`src/rtl/quicksort_core.sv`:
```
// Hardwired co-processor: push_a, pop_a and iterative Lomuto quicksort over a control block in external memory.
// One memory access outstanding at a time; scratch lives in registers and is written back before idle.
module quicksort_core #(
  parameter logic [9:0] ENTRY_PUSH = 10'h000,
  parameter logic [9:0] ENTRY_POP  = 10'h044,
  parameter logic [9:0] ENTRY_SORT = 10'h2bc
) (
  input  logic        clk,
  input  logic        rstb,
  input  logic        setb,
  output logic        idle,
  input  logic [9:0]  pc0,
  input  logic [31:0] ra0,
  input  logic [31:0] sp0,
  input  logic [31:0] a00,
  input  logic [31:0] a40,
  input  logic [31:0] a50,
  output logic [31:0] addr,
  output logic [2:0]  size,
  output logic        valid,
  output logic        write,
  output logic [31:0] wdata,
  input  logic [31:0] rdata,
  input  logic        ready
);

  typedef enum logic [4:0] {
    S_LOAD, S_WAIT, S_DONE, S_GOT_AP, S_GOT_A, S_GOT_TOP, S_GOT_PRP, S_DISP,
    S_PU_TOP, S_PO_WA, S_PO_TOP, S_PUSH_P, S_PUSH_R, S_PUSH_NXT, S_LOOP,
    S_POP_R, S_POP_D, S_GOTX, S_PJ, S_AJ, S_AI, S_WJ, S_FIN1, S_FIN2,
    S_SPLIT, S_WB
  } state_t;

  state_t             state, ret;
  logic [9:0]         pc_q;
  logic [31:0]        cb, ra_q, sp_q, ap, prp, rd_q;
  logic signed [31:0] a_val, a_top, i, j, x, p, r, q, pr_top, aj, tmp;
  logic signed [31:0] pu_p, pu_r, sm_p, sm_r;
  logic               push2;
  logic [2:0]         wb_idx;

  logic unused_ok;
  assign unused_ok = ^{ra_q, sp_q, a40, a50};

  assign size = 3'd2;

  function automatic logic [31:0] elem(input logic [31:0] k);
    return ap + (k << 2);
  endfunction

  function automatic logic [31:0] stk(input logic [31:0] k);
    return prp + (k << 3);
  endfunction

  // Launch one access; S_WAIT returns to nxt once ready is seen.
  task automatic req(input logic [31:0] ad, input logic wr, input logic [31:0] val, input state_t nxt);
    valid <= 1'b1;
    addr  <= ad;
    write <= wr;
    wdata <= val << {ad[1:0], 3'b000};
    ret   <= nxt;
    state <= S_WAIT;
  endtask

  always_ff @(posedge clk) begin
    if (!rstb) begin
      state <= S_LOAD;  ret <= S_LOAD;
      idle <= 1'b0;     valid <= 1'b0;   write <= 1'b0;
      addr <= 32'd0;    wdata <= 32'd0;  pc_q <= 10'd0;
      cb <= 32'd0;      ra_q <= 32'd0;   sp_q <= 32'd0;
      ap <= 32'd0;      prp <= 32'd0;    rd_q <= 32'd0;
      a_val <= 32'sd0;  a_top <= 32'sd0; i <= 32'sd0;  j <= 32'sd0;
      x <= 32'sd0;      p <= 32'sd0;     r <= 32'sd0;  q <= 32'sd0;
      pr_top <= 32'sd0; aj <= 32'sd0;    tmp <= 32'sd0;
      pu_p <= 32'sd0;   pu_r <= 32'sd0;  sm_p <= 32'sd0; sm_r <= 32'sd0;
      push2 <= 1'b0;    wb_idx <= 3'd0;
    end else if (!setb && !(state inside {S_LOAD, S_WAIT, S_DONE})) begin
      state <= S_LOAD;
    end else begin
      case (state)
        S_LOAD: begin
          idle <= 1'b0;
          if (!setb) begin
            pc_q <= pc0; cb <= a00; ra_q <= ra0; sp_q <= sp0;
          end else if (pc_q == ENTRY_PUSH || pc_q == ENTRY_POP || pc_q == ENTRY_SORT) begin
            req(cb, 1'b0, 32'd0, S_GOT_AP);
          end else begin
            state <= S_DONE;
          end
        end
        S_WAIT: if (ready) begin
          valid <= 1'b0;
          write <= 1'b0;
          rd_q  <= rdata;
          state <= setb ? ret : S_LOAD;
        end
        S_DONE: begin
          if (!setb) begin
            idle  <= 1'b0;
            state <= S_LOAD;
          end else begin
            idle <= 1'b1;
          end
        end
        S_GOT_AP:  begin ap <= rd_q;    req(cb + 32'd4,  1'b0, 32'd0, S_GOT_A);   end
        S_GOT_A:   begin a_val <= rd_q; req(cb + 32'd8,  1'b0, 32'd0, S_GOT_TOP); end
        S_GOT_TOP: begin a_top <= rd_q; req(cb + 32'd24, 1'b0, 32'd0, S_GOT_PRP); end
        S_GOT_PRP: begin prp <= rd_q;   state <= S_DISP; end
        S_DISP: begin
          if (pc_q == ENTRY_PUSH) begin
            req(elem(a_top), 1'b1, a_val, S_PU_TOP);
          end else if (pc_q == ENTRY_POP) begin
            req(elem(a_top), 1'b0, 32'd0, S_PO_WA);
          end else begin
            pr_top <= -32'sd1;
            pu_p   <= 32'sd0;
            pu_r   <= a_top - 32'sd1;
            push2  <= 1'b0;
            state  <= S_PUSH_P;
          end
        end
        S_PU_TOP: req(cb + 32'd8, 1'b1, a_top + 32'sd1, S_DONE);
        S_PO_WA:  begin a_val <= rd_q; req(cb + 32'd4, 1'b1, rd_q, S_PO_TOP); end
        S_PO_TOP: req(cb + 32'd8, 1'b1, a_top - 32'sd1, S_DONE);
        // Range-stack push of (pu_p, pu_r); push2 queues the smaller half on top.
        S_PUSH_P: req(stk(pr_top + 32'sd1), 1'b1, pu_p, S_PUSH_R);
        S_PUSH_R: begin
          pr_top <= pr_top + 32'sd1;
          req(stk(pr_top + 32'sd1) + 32'd4, 1'b1, pu_r, S_PUSH_NXT);
        end
        S_PUSH_NXT: begin
          if (push2) begin
            push2 <= 1'b0; pu_p <= sm_p; pu_r <= sm_r;
            state <= S_PUSH_P;
          end else begin
            state <= S_LOOP;
          end
        end
        S_LOOP: begin
          if (pr_top < 32'sd0) begin
            wb_idx <= 3'd0;
            state  <= S_WB;
          end else begin
            req(stk(pr_top), 1'b0, 32'd0, S_POP_R);
          end
        end
        S_POP_R: begin p <= rd_q; req(stk(pr_top) + 32'd4, 1'b0, 32'd0, S_POP_D); end
        S_POP_D: begin
          r      <= rd_q;
          pr_top <= pr_top - 32'sd1;
          if (p < $signed(rd_q)) req(elem(rd_q), 1'b0, 32'd0, S_GOTX);
          else state <= S_LOOP;
        end
        S_GOTX: begin x <= rd_q; i <= p - 32'sd1; j <= p; state <= S_PJ; end
        S_PJ: begin
          if (j < r) begin
            req(elem(j), 1'b0, 32'd0, S_AJ);
          end else begin
            q <= i + 32'sd1;
            req(elem(i + 32'sd1), 1'b0, 32'd0, S_FIN1);
          end
        end
        // A swap with itself changes nothing, so it is skipped.
        S_AJ: begin
          if ($signed(rd_q) <= x) begin
            aj <= rd_q;
            i  <= i + 32'sd1;
            if (i + 32'sd1 != j) begin
              req(elem(i + 32'sd1), 1'b0, 32'd0, S_AI);
            end else begin
              j <= j + 32'sd1; state <= S_PJ;
            end
          end else begin
            j <= j + 32'sd1; state <= S_PJ;
          end
        end
        S_AI:   begin tmp <= rd_q; req(elem(i), 1'b1, aj, S_WJ); end
        S_WJ:   begin j <= j + 32'sd1; req(elem(j), 1'b1, tmp, S_PJ); end
        S_FIN1: begin tmp <= rd_q; req(elem(q), 1'b1, x, S_FIN2); end
        S_FIN2: req(elem(r), 1'b1, tmp, S_SPLIT);
        S_SPLIT: begin
          push2 <= 1'b1;
          if ((q - 32'sd1 - p) > (r - q - 32'sd1)) begin
            pu_p <= p; pu_r <= q - 32'sd1; sm_p <= q + 32'sd1; sm_r <= r;
          end else begin
            pu_p <= q + 32'sd1; pu_r <= r; sm_p <= p; sm_r <= q - 32'sd1;
          end
          state <= S_PUSH_P;
        end
        S_WB: begin
          wb_idx <= wb_idx + 3'd1;
          case (wb_idx)
            3'd0:    req(cb + 32'd12, 1'b1, i,      S_WB);
            3'd1:    req(cb + 32'd16, 1'b1, j,      S_WB);
            3'd2:    req(cb + 32'd20, 1'b1, x,      S_WB);
            3'd3:    req(cb + 32'd28, 1'b1, pr_top, S_WB);
            3'd4:    req(cb + 32'd32, 1'b1, p,      S_WB);
            3'd5:    req(cb + 32'd36, 1'b1, r,      S_WB);
            default: req(cb + 32'd40, 1'b1, q,      S_DONE);
          endcase
        end
        default: state <= S_LOAD;
      endcase
    end
  end

endmodule

```
`config.mk`:
```
export PLATFORM = sky130hd
export DESIGN_NAME = quicksort_core
export DESIGN_NICKNAME = d
export VERILOG_FILES = /design/src/rtl/quicksort_core.sv
export SDC_FILE = /design/constraint.sdc
export NUM_CORES = 2
export LEC_CHECK = 0
export ABC_AREA = 1
export BUFFER_PORTS_ARGS = -buffer_cell sky130_fd_sc_hd__buf_2
export CORE_MARGIN = 4
export CORE_UTILIZATION = 34
export DETAILED_ROUTE_END_ITERATION = 7
export PLACE_DENSITY = 0.56
export SLEW_MARGIN = 30
export SYNTH_ARGS = -nofsm -noshare
export SYNTH_HDL_FRONTEND = slang
export SYNTH_SLANG_ARGS = --single-unit
```
`constraint.sdc`:
```
create_clock -name clk -period 5.4 [get_ports clk]
set_input_delay 0.27 -clock clk [delete_from_list [all_inputs] [get_ports clk]]
set_output_delay 0.27 -clock clk [all_outputs]
set_load 0.05 [all_outputs]
```
==> impl_metrics.csv <==
group,metric,value,unit
run_status,status,"finished, violations left",
run_status,violations,"negative setup slack",
drt,routedWlPerCell,30.51,um
drt,dr.pass1.iters,7,
synthesis,synth-edff-count,0,
grt,grt-ovfl-total,0,
timing,finalSetupViolCount,128,
drt,via_count,79080,
synthesis,synth_seq_cells,699,
setup_path,required,6.03,ns
timing,fmax,173.6,MHz
pwr,power_frac_clock,0.352,
synthesis,synth_area_leaders,"dfxtp_1 23%, nand2_1 12%, a21oi_1 9.6%, o21ai_0 8.5%, ha_1 7.3%",
pwr,leakage,0.03331,uW
job,drv_cap,0,
finish,drive_above_1_share,0.1450,
die,start_util,0.3435,
timing,slew_headroom,0.2286,
setup_path,setup.worst_path.class,"reg2reg",
setup_path,ff2ff_setup_slack,-0.36,ns
place,dpl-instance-area,69410,sq um
setup_path,max_stage_delay,0.34,ns
setup_path,crit_slowest_cell,"nor4_4",
timing,tns,-30.12,ns
die,coreArea,176900,sq um
drt,drt-total-wl,399200,um
clock_tree,clk_latency,0.79,ns
grt,antenna_found_initial,39,
synthesis,synth_top_area_frac,0.2303,
setup_path,crit_path_max_fanout,10,
drt,drc,0,
pwr,p_int,12170,uW
clock_tree,cts-root-buf,"clkbuf_16",
pwr,seqPwrFrac,0.289,
timing,fin_skew,0.06168,ns
drt,dr.first_iter.drc_count,10610,
synthesis,synthFlopType,"dfxtp_1",
synthesis,yosysUniqueCellTypes,73,
setup_path,arrival,6.39,ns
synthesis,yosys.area.top_type,"dfxtp_1",
synthesis,yosysWarnings,0,
clock_tree,cts_made_buffers,92,
setup_path,endpoint_kind,"flop",
finish,nNetsFinal,11210,
synthesis,syn_inst,9889,
drt,via_per_inst,6.045,
place,port-buffer-count,144,
synthesis,yosysSeqAreaShare,0.2303,
synthesis,avgSynthCellArea,6.143,sq um
min_path,hold_class,"in2reg",
setup_path,start_kind,"flop",
grt,grt_max_degree,178,
synthesis,netlist_area,60750,sq um
place,place.gp.congestion,1.093,
timing,setup_slack,-0.3598,ns
finish,final_area,75400,sq um
timing,period_needed,5.760,ns
finish,final_core_util,0.4263,
die,die_x,430.7,um
place,dp_hpwl,315900,um
timing,maxSlewViolCount,0,
drt,ant_nets,0,
grt,grt.total_usage,0.4093,
clock_tree,cts_tree,"done",
pwr,power_density,260.5,nW/um^2
grt,grt_pass1_vias,73230,
timing,rsz0062_at_grt,"true",
timing,worst_pin_slew,1.156,ns
clock_tree,cts-htree-levels,3,
grt,grt_pass1_wl,548500,um
timing,layout_worst_path_cycle_share,1.067,
clock_tree,cts_num_sinks,699,
timing,hold_ws,0.05287,ns
synthesis,async_flop_share,0,
die,rows,154,
die,boundaryPins,276,
timing,hold_viol_final,0,
finish,area_growth_syn_to_layout,24.11,%
die,die_h,430.7,um
die,die_area,185500,sq um
clock_tree,clockBufferDepth,3,
pwr,p_sw_frac,0.3805,
pwr,net-switching-power,7474,uW
pwr,vdd_drop_max,0.0002898,V
pwr,power_frac_comb,0.360,
clock_tree,path_clk_slew,0.06,ns
## metal layers
| layer | vias to the layer above | part of all wire | global-route usage |
|---|---|---|---|
| li1 | 35230 | - | - |
| met1 | 37360 | 0.37 | 0.4884 |
| met2 | 5106 | 0.41 | 0.6047 |
| met5 | - | 0.00058 | 0 |
| met4 | 36 | 0.11 | 0.3501 |
| met3 | 1351 | 0.11 | 0.1146 |
## cell usage in the layout (no fill, tap or decap), types with 39 or more instances in the layout
cell type,instances
buf_4,864
a21oi_2,50
buf_2,143
o22ai_1,145
nor4_1,41
clkbuf_16,100
xor2_1,256
inv_1,1045
dfxtp_1,693
o21ai_1,81
a221oi_1,46
ha_1,343
clkinv_1,44
o21ai_0,960
nand2_2,39
nor3_1,165
o211ai_1,152
a31oi_1,67
xnor2_1,55
nor2_1,815
nand3_1,587
a21oi_1,1116
nand4_1,163
dlygate4sd3_1,78
nand2_1,1980
## power groups by stage
stage / sequential (uW) / combinational [uW] / clock [uW]
2_1_floorplan: 6010 / 2470 / 0
3_3_place_gp: 5770 / 5070 / 0
3_5_place_dp: 5770 / 5090 / 0
4_1_cts: 5660 / 5860 / 6910
5_1_grt: 5690 / 7320 / 7090
6_report: 5670 / 7060 / 6910
## layout make-up
class,count,area (sq um)
Inverter,1132,4270
Multi-Input combinational cell,7563,41620
Clock inverter,37,620.6
Timing Repair Buffer,1154,9218
Tap cell,2340,2928
Antenna cell,27,67.56
Fill cell,19100,101500
Sequential cell,699,14000
Clock buffer,130,2676
## what timing repair did
action	CTS	global route
hold endpoints to repair	78	0
endpoints found under the setup margin	131	146
cloned	4	8
setup buffers	25	22
resized for setup	158	192
pin swaps	37	59
hold buffers	78	0
## stage by stage
stage | setup slack, ns | power (uW) | instances
2_1_floorplan | 0.007155 | 8480 | 9890
3_3_place_gp | -0.9427 | 10840 | 12750
3_5_place_dp | -0.8844 | 10860 | 12750
4_1_cts | -0.2980 | 18430 | 13030
5_1_grt | -0.5845 | 20110 | 13060
6_report | -0.3598 | 19640 | 13080
## final timing paths
path,startpoint,endpoint,depth (start not counted)
worst max-delay path,q[0],sm_p[5],38
worst min-delay path,rstb,addr[3],3
worst max register to register,q[0],sm_p[5],38
worst min register to register,wdata[14],wdata[14],2
## Yosys cell counts (all sizes together), types with 47 or more instances
master and instances:
xnor2 56, nor3 178, nor2 860, inv 1088, a31oi 68, a21oi 1171
nor4 50, xor2 266, nand3 607, ha 355, nand4 163, nand2 2024
dfxtp 699, o22ai 146, a221oi 47, o211ai 152, buf 99, o21ai 1058
clkbuf 397
## logic make-up (layout without fill, tap and decap cells)
logic type	Yosys count	count (layout)	share of synthesized area
and+or+nand+nor	3972	3972	0.2775
muxes	15	15	0.002471
adders and majority gates	364	364	0.07608
other	2	30	0.0001236
DFF	699	699	0.2303
AOI/OAI and AO/OA	2887	2887	0.2646
xor gates and xnor gates	322	322	0.04655
buffers and inverters	1628	2453	0.1024
## worst max-delay path, delay by kind of cell (launching register included)
| kind | cells | cell delay [ns] |
|---|---|---|
| simple gates | 16 | 2.17 |
| buf+inv | 12 | 1.28 |
| xor+xnor | 1 | 0.14 |
| fa+ha+maj | 3 | 0.76 |
| compound gates | 6 | 0.91 |
| flops | 1 | 0.32 |
No activity file was read; power rests on OpenSTA's default activity.
